File: config.mk
export PLATFORM = sky130hd
export DESIGN_NAME = rgb_to_gray_ctrl_flat
export DESIGN_NICKNAME = d
export VERILOG_FILES = /design/src/rtl/rgb_to_gray_pkg.sv /design/src/rtl/rgb_to_gray_ctrl_if.sv /design/src/rtl/rgb_to_gray_settle_cnt.sv /design/src/rtl/rgb_to_gray_ctrl.sv /design/src/flat_wrapper.sv
export SDC_FILE = /design/constraint.sdc
export NUM_CORES = 1
export LEC_CHECK = 0
export CORE_MARGIN = 2
export CORE_UTILIZATION = 36
export DETAILED_ROUTE_END_ITERATION = 10
export SLEW_MARGIN = 20
export SYNTH_ARGS = -nofsm -noshare
export SYNTH_HDL_FRONTEND = slang
export SYNTH_HIERARCHICAL = 1
export SYNTH_SLANG_ARGS = --single-unit
File: constraint.sdc
create_clock -name clk -period 2.6 [get_ports clk]
set_input_delay 0.52 -clock clk [delete_from_list [all_inputs] [get_ports clk]]
set_output_delay 0.52 -clock clk [all_outputs]
set_load 0.02 [all_outputs]
File: src/rtl/rgb_to_gray_pkg.sv
// Shared definitions for the RGB-to-grayscale controller slice.
// Holds the FSM state encoding, the channel/gain select codes used by both
// the controller and the datapath, and the settle counter width.
package rgb_to_gray_pkg;

  localparam int unsigned SEL_W    = 2;
  localparam int unsigned SETTLE_W = 4;

  typedef enum logic [2:0] {
    IDLE   = 3'd0,
    R_TURN = 3'd1,
    G_TURN = 3'd2,
    B_TURN = 3'd3,
    RESULT = 3'd4,
    DONE   = 3'd5
  } state_e;

  typedef logic [SEL_W-1:0] sel_t;

  localparam sel_t SEL_R    = 2'd0;
  localparam sel_t SEL_G    = 2'd1;
  localparam sel_t SEL_B    = 2'd2;
  localparam sel_t SEL_NONE = 2'd3;

  // Channel/gain code driven in a given state; only turn states select a channel.
  function automatic sel_t turn_sel(input state_e s);
    case (s)
      R_TURN:  return SEL_R;
      G_TURN:  return SEL_G;
      B_TURN:  return SEL_B;
      default: return SEL_NONE;
    endcase
  endfunction

endpackage

File: src/rtl/rgb_to_gray_ctrl_if.sv
// Pixel-side handshake bundle of the controller.
//   in_valid  : source has R/G/B stable on the datapath inputs
//   in_ready  : controller can accept a pixel
//   out_valid : GRAY register holds the result of the accepted pixel
//   out_ready : sink consumes GRAY
// master = source/sink side, slave = controller side.
interface rgb_to_gray_ctrl_if;
  logic in_valid;
  logic in_ready;
  logic out_valid;
  logic out_ready;

  modport master (
    output in_valid,
    output out_ready,
    input  in_ready,
    input  out_valid
  );

  modport slave (
    input  in_valid,
    input  out_ready,
    output in_ready,
    output out_valid
  );
endinterface

File: src/rtl/rgb_to_gray_settle_cnt.sv
// Loadable 4-bit down-counter shared by the three turn stages.
//   clk, rst_n : clock, asynchronous active-low reset (count clears to 0)
//   load       : load load_val (takes priority over dec)
//   dec        : decrement, saturating at zero
//   load_val   : reload value
//   zero_c     : count is zero (combinational from the count register)
module rgb_to_gray_settle_cnt
  import rgb_to_gray_pkg::*;
(
  input  logic                clk,
  input  logic                rst_n,
  input  logic                load,
  input  logic                dec,
  input  logic [SETTLE_W-1:0] load_val,
  output logic                zero_c
);

  logic [SETTLE_W-1:0] count;

  // Count register
  always_ff @(posedge clk or negedge rst_n) begin
    if (!rst_n) begin
      count <= '0;
    end else if (load) begin
      count <= load_val;
    end else if (dec && (count != '0)) begin
      count <= count - SETTLE_W'(1);
    end
  end

  assign zero_c = (count == '0);

endmodule

File: src/rtl/rgb_to_gray_ctrl.sv
// Sequencing FSM for the RGB-to-grayscale float datapath, one pixel at a time.
// Accepts a pixel on the in handshake, steps the datapath through the R, G and
// B product stages and the GRAY sum, then holds GRAY until the sink takes it.
// Ports:
//   clk, rst_n          : clock, asynchronous active-low reset
//   pix                 : in/out valid-ready handshake (slave modport)
//   busy                : high in every state except IDLE
//   load_reg_en         : datapath input register load (IDLE & in_valid)
//   r/g/b_turn_reg_en   : datapath product register loads
//   result_reg_en       : datapath GRAY register load
//   channel_mux/gain_mux: select codes (0=R, 1=G, 2=B, 3=none)
//   pix_count           : completed-pixel counter, RGB2GRAY_PIXCNT_EN builds only
// Optional feature macro: RGB2GRAY_PIXCNT_EN (adds CNT_W and pix_count).
// Outputs are decoded from the state register; load_reg_en additionally
// depends on in_valid so the datapath captures R/G/B on the accepting edge.
module rgb_to_gray_ctrl
  import rgb_to_gray_pkg::*;
#(
  parameter int unsigned SETTLE_CYCLES = 0
`ifdef RGB2GRAY_PIXCNT_EN
  ,
  parameter int unsigned CNT_W = 16
`endif
) (
  input  logic             clk,
  input  logic             rst_n,
  rgb_to_gray_ctrl_if.slave pix,
  output logic             busy,
  output logic             load_reg_en,
  output logic             r_turn_reg_en,
  output logic             g_turn_reg_en,
  output logic             b_turn_reg_en,
  output logic             result_reg_en,
  output logic [SEL_W-1:0] channel_mux,
  output logic [SEL_W-1:0] gain_mux
`ifdef RGB2GRAY_PIXCNT_EN
  ,
  output logic [CNT_W-1:0] pix_count
`endif
);

  localparam logic [SETTLE_W-1:0] SETTLE_LD = SETTLE_W'(SETTLE_CYCLES);

  state_e state;
  state_e state_nxt;
  logic   cnt_load;
  logic   cnt_dec;
  logic   cnt_zero;

  // Settle counter: reloaded on entry to every turn stage
  rgb_to_gray_settle_cnt u_settle_cnt (
    .clk      (clk),
    .rst_n    (rst_n),
    .load     (cnt_load),
    .dec      (cnt_dec),
    .load_val (SETTLE_LD),
    .zero_c   (cnt_zero)
  );

  // State register
  always_ff @(posedge clk or negedge rst_n) begin
    if (!rst_n) begin
      state <= IDLE;
    end else begin
      state <= state_nxt;
    end
  end

  // Next-state and output decode
  always_comb begin
    state_nxt     = state;
    pix.in_ready  = 1'b0;
    pix.out_valid = 1'b0;
    busy          = 1'b1;
    load_reg_en   = 1'b0;
    r_turn_reg_en = 1'b0;
    g_turn_reg_en = 1'b0;
    b_turn_reg_en = 1'b0;
    result_reg_en = 1'b0;
    channel_mux   = turn_sel(state);
    gain_mux      = turn_sel(state);
    cnt_load      = 1'b0;
    cnt_dec       = 1'b0;

    case (state)
      IDLE: begin
        pix.in_ready = 1'b1;
        busy         = 1'b0;
        if (pix.in_valid) begin
          load_reg_en = 1'b1;
          cnt_load    = 1'b1;
          state_nxt   = R_TURN;
        end
      end
      R_TURN: begin
        if (cnt_zero) begin
          r_turn_reg_en = 1'b1;
          cnt_load      = 1'b1;
          state_nxt     = G_TURN;
        end else begin
          cnt_dec = 1'b1;
        end
      end
      G_TURN: begin
        if (cnt_zero) begin
          g_turn_reg_en = 1'b1;
          cnt_load      = 1'b1;
          state_nxt     = B_TURN;
        end else begin
          cnt_dec = 1'b1;
        end
      end
      B_TURN: begin
        if (cnt_zero) begin
          b_turn_reg_en = 1'b1;
          state_nxt     = RESULT;
        end else begin
          cnt_dec = 1'b1;
        end
      end
      RESULT: begin
        result_reg_en = 1'b1;
        state_nxt     = DONE;
      end
      DONE: begin
        pix.out_valid = 1'b1;
        if (pix.out_ready) begin
          state_nxt = IDLE;
        end
      end
      default: begin
        state_nxt = IDLE;
      end
    endcase
  end

`ifdef RGB2GRAY_PIXCNT_EN
  // Completed-pixel counter, wraps naturally at 2^CNT_W
  always_ff @(posedge clk or negedge rst_n) begin
    if (!rst_n) begin
      pix_count <= '0;
    end else if ((state == DONE) && pix.out_ready) begin
      pix_count <= pix_count + CNT_W'(1);
    end
  end
`endif

endmodule

File: src/flat_wrapper.sv
// flat-port wrapper written by rule: the top's interface ports become plain ports
module rgb_to_gray_ctrl_flat import rgb_to_gray_pkg::*;
#(
  parameter int unsigned SETTLE_CYCLES = 0

)
  (clk, rst_n, busy, load_reg_en, r_turn_reg_en, g_turn_reg_en, b_turn_reg_en, result_reg_en, channel_mux, gain_mux, pix_in_valid, pix_out_ready, pix_in_ready, pix_out_valid);
  rgb_to_gray_ctrl_if pix_i ();
  input  logic clk;
  input  logic rst_n;
  output logic busy;
  output logic load_reg_en;
  output logic r_turn_reg_en;
  output logic g_turn_reg_en;
  output logic b_turn_reg_en;
  output logic result_reg_en;
  output logic [SEL_W-1:0] channel_mux;
  output logic [SEL_W-1:0] gain_mux;
  input wire logic [$bits(pix_i.in_valid)-1:0] pix_in_valid;
  input wire logic [$bits(pix_i.out_ready)-1:0] pix_out_ready;
  output wire logic [$bits(pix_i.in_ready)-1:0] pix_in_ready;
  output wire logic [$bits(pix_i.out_valid)-1:0] pix_out_valid;
  assign pix_i.in_valid = pix_in_valid;
  assign pix_i.out_ready = pix_out_ready;
  assign pix_in_ready = pix_i.in_ready;
  assign pix_out_valid = pix_i.out_valid;
  rgb_to_gray_ctrl #(.SETTLE_CYCLES(SETTLE_CYCLES)) u_core (.clk(clk), .rst_n(rst_n), .pix(pix_i), .busy(busy), .load_reg_en(load_reg_en), .r_turn_reg_en(r_turn_reg_en), .g_turn_reg_en(g_turn_reg_en), .b_turn_reg_en(b_turn_reg_en), .result_reg_en(result_reg_en), .channel_mux(channel_mux), .gain_mux(gain_mux));
endmodule
== Yosys cells after proc, flatten, opt, wreduce, memory -nomap -nowiden ==
Index checks and enable logic that the tools add are counted.

* Flip-flop bits (word level): 7
* Bits of input ports: 4
* Word-level logic and storage cells: 43

* $add $sub $neg: 1
* Equality and inequality tests: 10
* Multiplexer cells: 22
* Reduce and logical (&&, ||, !) cells: 8

{| class="wikitable"
|+ Operators by type and width
! kind !! number
|-
| one-hot mux 3 bit (6 select lines) || 1
|-
| two-way mux 3 bit || 5
|-
| two-way mux 1 bit || 12
|-
| two-way mux 4 bit || 2
|-
| == test 3 x 2 -> 1 bit (second input constant) || 2
|-
| == test 3 bit (second input constant) || 2
|-
| inequality test 2 x 1 -> 1 bit (second input constant) || 3
|-
| one-hot mux 2 bit (3 select lines) || 1
|-
| AND reduction 5 bit || 1
|-
| logical NOT 4 bit || 1
|-
| inequality test 2 bit (second input constant) || 2
|-
| nonzero test 4 bit || 1
|-
| subtractor 4 x 1 -> 4 bit (second input constant) || 1
|-
| == test 3 x 1 -> 1 bit (second input constant) || 1
|-
| logical NOT 3 bit || 1
|-
| OR reduction 3 bit || 1
|-
| one-hot mux 1 bit (2 select lines) || 1
|-
| nonzero test 2 bit || 1
|-
| OR reduction 2 bit || 1
|-
| logical AND 1 bit || 1
|}

== Logic depth before layout (Yosys ltp) ==
Gate-level depths: netlist (run 1).

* Depth in word-level cells: 6
* Gate-level depth with buffers: 9
* Gate-level depth less buffers: 8

== Modules after synthesis ==
Netlist (run 1), hierarchy kept.

{| class="wikitable"
|+ Modules (own cells, without submodules)
! module !! times used !! cells each !! area each (µm²) !! seq. area each (µm²)
|-
| rgb_to_gray_ctrl || 1 || 38 || 304.0 || 75.1
|-
| rgb_to_gray_settle_cnt || 1 || 27 || 270.3 || 100.1
|}

== Least setup slack after synthesis (run 1) ==
No wires, ideal clock.

* Kind: register to output
* Start point: register u_core.u_settle_cnt.count[0]
* End point: output g_turn_reg_en
* Data arrival time: 1545 ps
* Slack: 535 ps
* Cell stages (with the launch flop): 7
* Buffers on the path: 0
* Cells stage by stage: dfrtp_1 inv_1 ha_1 nor3b_2 nor2b_2 nand2_1 nor2_1

* Longest elaborated chain between the ends: 3

{| class="wikitable"
|+ Ends and longest elaborated chain
! element !! RTL line !! RTL
|-
| start: declaration || rgb_to_gray_settle_cnt.sv:18 || <nowiki>logic [SETTLE_W-1:0] count;</nowiki>
|-
| start signal: assignment || rgb_to_gray_settle_cnt.sv:25 || <nowiki>count <= load_val;</nowiki>
|-
| start signal: assignment || rgb_to_gray_settle_cnt.sv:27 || <nowiki>count <= count - SETTLE_W'(1);</nowiki>
|-
| logical NOT 4 bit || rgb_to_gray_settle_cnt.sv:31 || <nowiki>assign zero_c = (count == '0);</nowiki>
|-
| net u_core.cnt_zero || rgb_to_gray_ctrl.sv:48 || <nowiki>logic cnt_zero;</nowiki>
|-
| two-way mux 1 bit || rgb_to_gray_ctrl.sv:105 || <nowiki>if (cnt_zero) begin</nowiki>
|-
| two-way mux 1 bit || rgb_to_gray_ctrl.sv:85 || <nowiki>case (state)</nowiki>
|-
| end: declaration || flat_wrapper.sv:14 || <nowiki>output logic g_turn_reg_en;</nowiki>
|}

The timed path passes the listed nets, and every way through them passes these cells.

== Worst setup path after layout (run 1) ==
* Start point: register u_core.u_settle_cnt.count[0]
* End point: output b_turn_reg_en

* Longest elaborated chain between the ends: 3

{| class="wikitable"
|+ Ends and longest elaborated chain
! element !! RTL line !! RTL
|-
| logical NOT 4 bit || rgb_to_gray_settle_cnt.sv:31 ||
|-
| net u_core.cnt_zero || rgb_to_gray_ctrl.sv:48 ||
|-
| two-way mux 1 bit || rgb_to_gray_ctrl.sv:114 || <nowiki>if (cnt_zero) begin</nowiki>
|-
| two-way mux 1 bit || rgb_to_gray_ctrl.sv:85 ||
|-
| end: declaration || flat_wrapper.sv:15 || <nowiki>output logic b_turn_reg_en;</nowiki>
|}

The timed path passes the listed nets, and every way through them passes these cells.

==> results of run 1 <==
-- cell usage in the layout (no fill, tap or decap), types with 2 or more instances in the layout --
master,netlist,routed
a21oi_1,2,2
and2_1,2,2
and3_1,3,3
buf_4,3,2
clkbuf_4,0,3
clkdlybuf4s50_1,0,12
conb_1,1,4
dfrtp_1,7,7
dlygate4sd2_1,0,3
inv_1,4,4
nand2_1,6,6
nand2b_1,3,3
nor2_1,4,4
nor3_1,3,3
o21ai_0,2,2
-- worst max-delay path, cell delays in order, from the launching register on --
cell and delay, ps:
dfrtp_1 410, inv_1 80, ha_1 200, nor3b_2 190, nor2b_2 210, and3_1 190
dlygate4sd2_1 330
-- kinds of logic after synthesis --
kind of cell / after synthesis / share of synthesized area [%]
and+or+nand+nor: 30 / 32.7
xor gates and xnor gates: 2 / 3.05
other: 1 / 0.653
adders and majority gates: 1 / 2.18
DFF: 7 / 30.5
buffers and inverters: 11 / 12.0
AOI/OAI and AO/OA: 12 / 17.2
muxes: 1 / 1.74
-- path summary, 6_finish.rpt --
kind                       depth (start not counted)                    startpoint  slack, ps                           end
min in group clk                                   2  u_core/u_settle_cnt/count[1]        630  u_core/u_settle_cnt/count[1]
setup / recovery                                   6  u_core/u_settle_cnt/count[0]        220                 b_turn_reg_en
setup reg to reg                                  10  u_core/u_settle_cnt/count[0]        380  u_core/u_settle_cnt/count[3]
max in group asynchronous                          1                         rst_n       1820  u_core/u_settle_cnt/count[2]
hold / removal                                     1                         rst_n        540  u_core/u_settle_cnt/count[3]
hold reg to reg                                    2  u_core/u_settle_cnt/count[1]        630  u_core/u_settle_cnt/count[1]
-- state kept, by name, indices dropped and copies added (netlist names) --
signal                     count
u_core/u_settle_cnt/count      4
u_core/state                   3
-- cell type report --
cell class              instances  area [sq um]
well taps                      16          20.0
inverters                       5          18.8
clock buffers                   4          26.3
flip-flops and latches          7           175
fillers                       157           763
repair buffers                 17           161
multi-input cells              50           342
-- power groups by stage --
stage	Combinational (uW)	Clock (uW)	Sequential, uW
6_report	691	95.3	266
5_1_grt	757	110	279
4_1_cts	698	102	265
3_5_place_dp	700	0	267
3_3_place_gp	694	0	265
2_1_floorplan	581	0	207
-- per-layer routing --
metal,share of wire [%],wire length [microns]
met3,4.8,53
met1,50,549
met4,1.1,12
met5,0,0
met2,44,489
-- metrics by stage --
| step | instance area (sq um) | power, uW | util [%] |
|---|---|---|---|
| floorplan | 586 | 787 | - |
| global placement | 721 | 959 | 47.8 |
| detailed placement | 721 | 967 | 47.8 |
| CTS | 743 | 1060 | 49.3 |
| global route | 743 | 1150 | 49.3 |
| finish | 743 | 1050 | 49.3 |
-- timing repair --
item                                    CTS  global route
endpoints found under the setup margin    3             0
resized for setup                         3             0
hold buffers                              0             0
==> impl_results.md, run 1 <==
* Routing usage on met2 at 19.7%
* Unrepaired setup endpoints after global routing: false
* Setup-failing EPs final at 0
* CTS Sinks at 7
* Status: completed
* Post-synthesis sequential area ratio at 30.5%
* Global route overflow at 0
* Final WS setup at 223 ps
* First-pass DRT Iterations at 2
* Total number of yosys warnings at 6
* DR WL/cell at 11.2 microns
* Synthesized flop and latch total at 7
* Crit path max fanout at 4
* Final Max Slew Viols at 0
* Final nets at 89
* M3 GR Usage at 2.50%
* Ranking of synthesized cells by area: dfrtp_1 31%, buf_4 3.9%, buf_6 3.9%
* Lkg Pwr at 0.000353 uW
* Top Ports at 16
* DR iter-0 viols at 5
* Gr busiest metal: met2
* CTS clock-pin slew for the worst setup and hold paths at 50 ps
* Die Y-Extent at 43.9 microns
* TritonCTS Buffers at 3
* Area of the core at 1510 sq um
* DRC Markers at 0
* Area Growth Syn to Fin at 29.4%
* FP Rows at 14
* Total Routed Length at 1.10 mm
* Max-cap viol count at 0
* Vias/cell at 4.87
* Startpoint types: flop
* Dominant synthesized flop cell: dfrtp_1
* Layout cells sized above 1 at 14.5%
* Synth Instances at 65
* Setup TNS at 0 ps
* Antenna-violating nets left at 0
* Final HPWL DP at 820 microns
* Antenna cell count at 0
* Clock power share at 9.1%
* Post-Route Skew at 2.20 ps
* Initial antenna violation count at 0
* CP Class: flop to output pin
* # Post-CTS Setup Buffers at 0
* Total track usage at 14.2%
* Largest net degree at the start of global routing at 14
* Largest area contributor in the netlist: dfrtp_1
* CTS root buffer: clkbuf_4
* Sw Share at 45.4%
* CP arrival at 1860 ps
* Initial Util at 38.1%
* Max Buffers Root-to-Sink at 2
* Count leader, synth: dfrtp_1
* Most common library cells after synthesis: 7 x dfrtp_1, 6 x nand2_1, 4 x inv_1, 4 x nor2_1
* Pre-CTS setup slack at 208 ps
* Number of synthesized flops with an enable pin at 0
* Async set-or-reset flop fraction in the synthesized netlist at 100%
* GP Congestion at 0.747
* Logic pwr share at 65.7%
* Mean Syn Cell Area at 8.84 sq um
* Pwr per Cell Area at 1420 nW/um^2
* Final std cells w/o fill at 99
* DP Cell Count at 95
* CTS tree: yes
* Crit end category: output pin
* Clk Latency, worst-skew pair at 240 ps
* Sw power at 477 uW
* Register share of total power at 25.3%
* Final period util at 91.4%
* Cell variety after synth at 36
* Met1 Use GR at 19.3%
* Pint at 575 uW
* Number of global-route vias before repair at 440
* Worst min-delay path class: primary input to asynchronous set/reset pin
* Minimum clock period at 2380 ps
* Final hold vios at 0
* First-pass GRT wire length at 1.97 mm
* Synth top area share at 30.5%
* Htree depth at 1
* Cell Area, Synth at 574 sq um
* FMAX at 0.421 GHz
* Total die area at 1930 sq um
* Vias at 482
* WHS at 536 ps
* Worst Path Required at 2080 ps
* IO Port Bufs at 15
* VDD IR max at 0.691 mV
* Chip width at 43.9 microns
No activity file was read; power rests on OpenSTA's default activity.
==> run 2, diff against run 1 <==
- GPL_TIMING_DRIVEN: not set -> 0
==> run 2 against run 1 <==
Net effect: sequential power down 17%; sequential share of layout area is 1.5 points lower; clock skew shrank 1.9 ps; worst setup slack lost 51 ps; clock power decreased by 2%; core utilization is 3.2 points higher; worst hold slack got worse by 4.8 ps; first-iteration DRC count is 140% higher; wire length is 9.6% higher; die area did not move; via count grew 5.0%; global-route usage up 2.0 points; critical path type unchanged; largest cell class unchanged.
==> impl_results.md, run 2 (synthesis results as in run 1) <==
* DRC Markers at 0
* Total die area at 1930 sq um
* Initial antenna violation count at 0
* Critical path buffers and inverters at 2
* VDD IR max at 0.713 mV
* Chip width at 43.9 microns
* Met1 Use GR at 21.9%
* Setup-failing EPs final at 0
* Routing usage on met2 at 23.5%
* Die Y-Extent at 43.9 microns
* Number of global-route vias before repair at 508
* Pre-CTS setup slack at -132 ps
* Area Growth Syn to Fin at 37.9%
* Largest register by flop count: u_core/u_settle_cnt/count
* TritonCTS Buffers at 3
* Total Routed Length at 1.21 mm
* Gr busiest metal: met2
* Total track usage at 16.3%
* Crit end category: output pin
* Slowest-stage cell, CP: dfrtp_1
* Fill cells at 159
* DR WL/cell at 11.6 microns
* WHS at 531 ps
* CTS Sinks at 7
* Max FFs per register at 4
* CTS tree: yes
* Status: completed
* Top Registers: u_core/u_settle_cnt/count (4), u_core/state (3)
* Final Max Slew Viols at 0
* Vias at 506
* Lkg Pwr at 0.000381 uW
* Vias/cell at 4.87
* Minimum clock period at 2430 ps
* Post-CTS Hold Buffers at 0
* Top Ports at 16
* Worst Path Required at 2080 ps
* FP Rows at 14
* Startpoint types: flop
* Final hold vios at 0
* Initial Util at 38.1%
* CTS root buffer: clkbuf_4
* Unrepaired setup endpoints after global routing: false
* Final HPWL DP at 922 microns
* Pwr per Cell Area at 1440 nW/um^2
* GP Congestion at 0.698
* First-pass DRT Iterations at 4
* Most frequent cells in the layout: 12 x clkdlybuf4s50_1, 7 x dfrtp_1, 6 x nand2_1
* CP Class: flop to output pin
* CTS clock-pin slew for the worst setup and hold paths at 50 ps
* IO Port Bufs at 15
* Worst min-delay path class: primary input to asynchronous set/reset pin
* Total power at 1140 uW
* M3 GR Usage at 2.92%
* Htree depth at 1
* Global route overflow at 0
* Max Buffers Root-to-Sink at 2
* Layout cells sized above 1 at 19.3%
* Crit path max fanout at 4
* CP max stage delay at 410 ps
* Most common cell after layout, fill and taps aside: clkdlybuf4s50_1
* Final period util at 93.4%
* CP arrival at 1910 ps
* CP delay by family, top: simple AND/OR/NAND/NOR gates
* Final WS setup at 172 ps
* Post-Route Skew at 0.344 ps
* Final core utilization at 52.6%
* FMAX at 0.412 GHz
* Largest net degree at the start of global routing at 11
* First-pass GRT wire length at 2.28 mm
* Clk Latency, worst-skew pair at 240 ps
* Max-cap viol count at 0
* CP Cell Sequence: inv_1 -> ha_1 -> nor3b_4 -> nor2b_2 -> and3_1 -> dlygate4sd2_1
* DR iter-0 viols at 12
* Antenna-violating nets left at 0
* Final nets at 94
* Antenna cell count at 0
* Area of the core at 1510 sq um
## run 2: cell types whose count changed in the layout (fill, tap and decap cells not counted)
cell and change:
buf_2 +1, buf_4 +2, buf_6 +2, nor3b_2 -1
nor3b_4 +1
## run 2: worst paths after layout
| kind | startpoint | endpoint | slack, ps | depth (start not counted) |
|---|---|---|---|---|
| worst max register to register | u_core/u_settle_cnt/count[0] | u_core/u_settle_cnt/count[1] | 410 | 10 |
| max in group asynchronous | rst_n | u_core/u_settle_cnt/count[2] | 1840 | 1 |
| worst min register to register | u_core/u_settle_cnt/count[1] | u_core/u_settle_cnt/count[1] | 620 | 2 |
| min in group clk | u_core/u_settle_cnt/count[1] | u_core/u_settle_cnt/count[1] | 620 | 2 |
| worst max-delay path | u_core/u_settle_cnt/count[0] | b_turn_reg_en | 170 | 6 |
| worst min-delay path | rst_n | u_core/state[0] | 530 | 1 |
## run 2: final cells by class
class                           instances  area, sq um  share of cell area (%)
Inverter                                5         18.8                    2.37
Clock buffer                            4         26.3                    3.32
Buffer                                  6         50.0                    6.32
Timing Repair Buffer                   16          154                    19.4
Multi-Input combinational cell         50          348                    43.9
Tap cell                               16         20.0                    2.53
Sequential cell                         7          175                    22.1
## run 2: per-layer routing
metal,share of wire (%),vias to the layer above
li1,-,267
met3,5.5,2
met2,46,17
met5,0,-
met4,0.74,0
met1,47,220
## run 2: metrics by stage
step | instances | area [sq um] | TNS [ps]
after CTS | 104 | 792 | 0
after floorplan | 68 | 586 | 0
after global routing | 104 | 792 | 0
after global placement | 99 | 756 | -261
final | 104 | 792 | 0
after detailed placement | 99 | 756 | -334
## run 2: power by group
part	switching, uW	internal, uW
Combinational	409	418
Clock	35.5	58.3
Sequential	57.2	164
## run 2: what timing repair did
item	CTS	global route
resized for setup	4	0
setup buffers	1	0
setup endpoints to repair	3	0
==> run 3, diff against run 2 <==
- TNS_END_PERCENT: not set -> 10
==> results of run 3 <==
The final DEF is identical to that of run 2; final timing and power are the same.
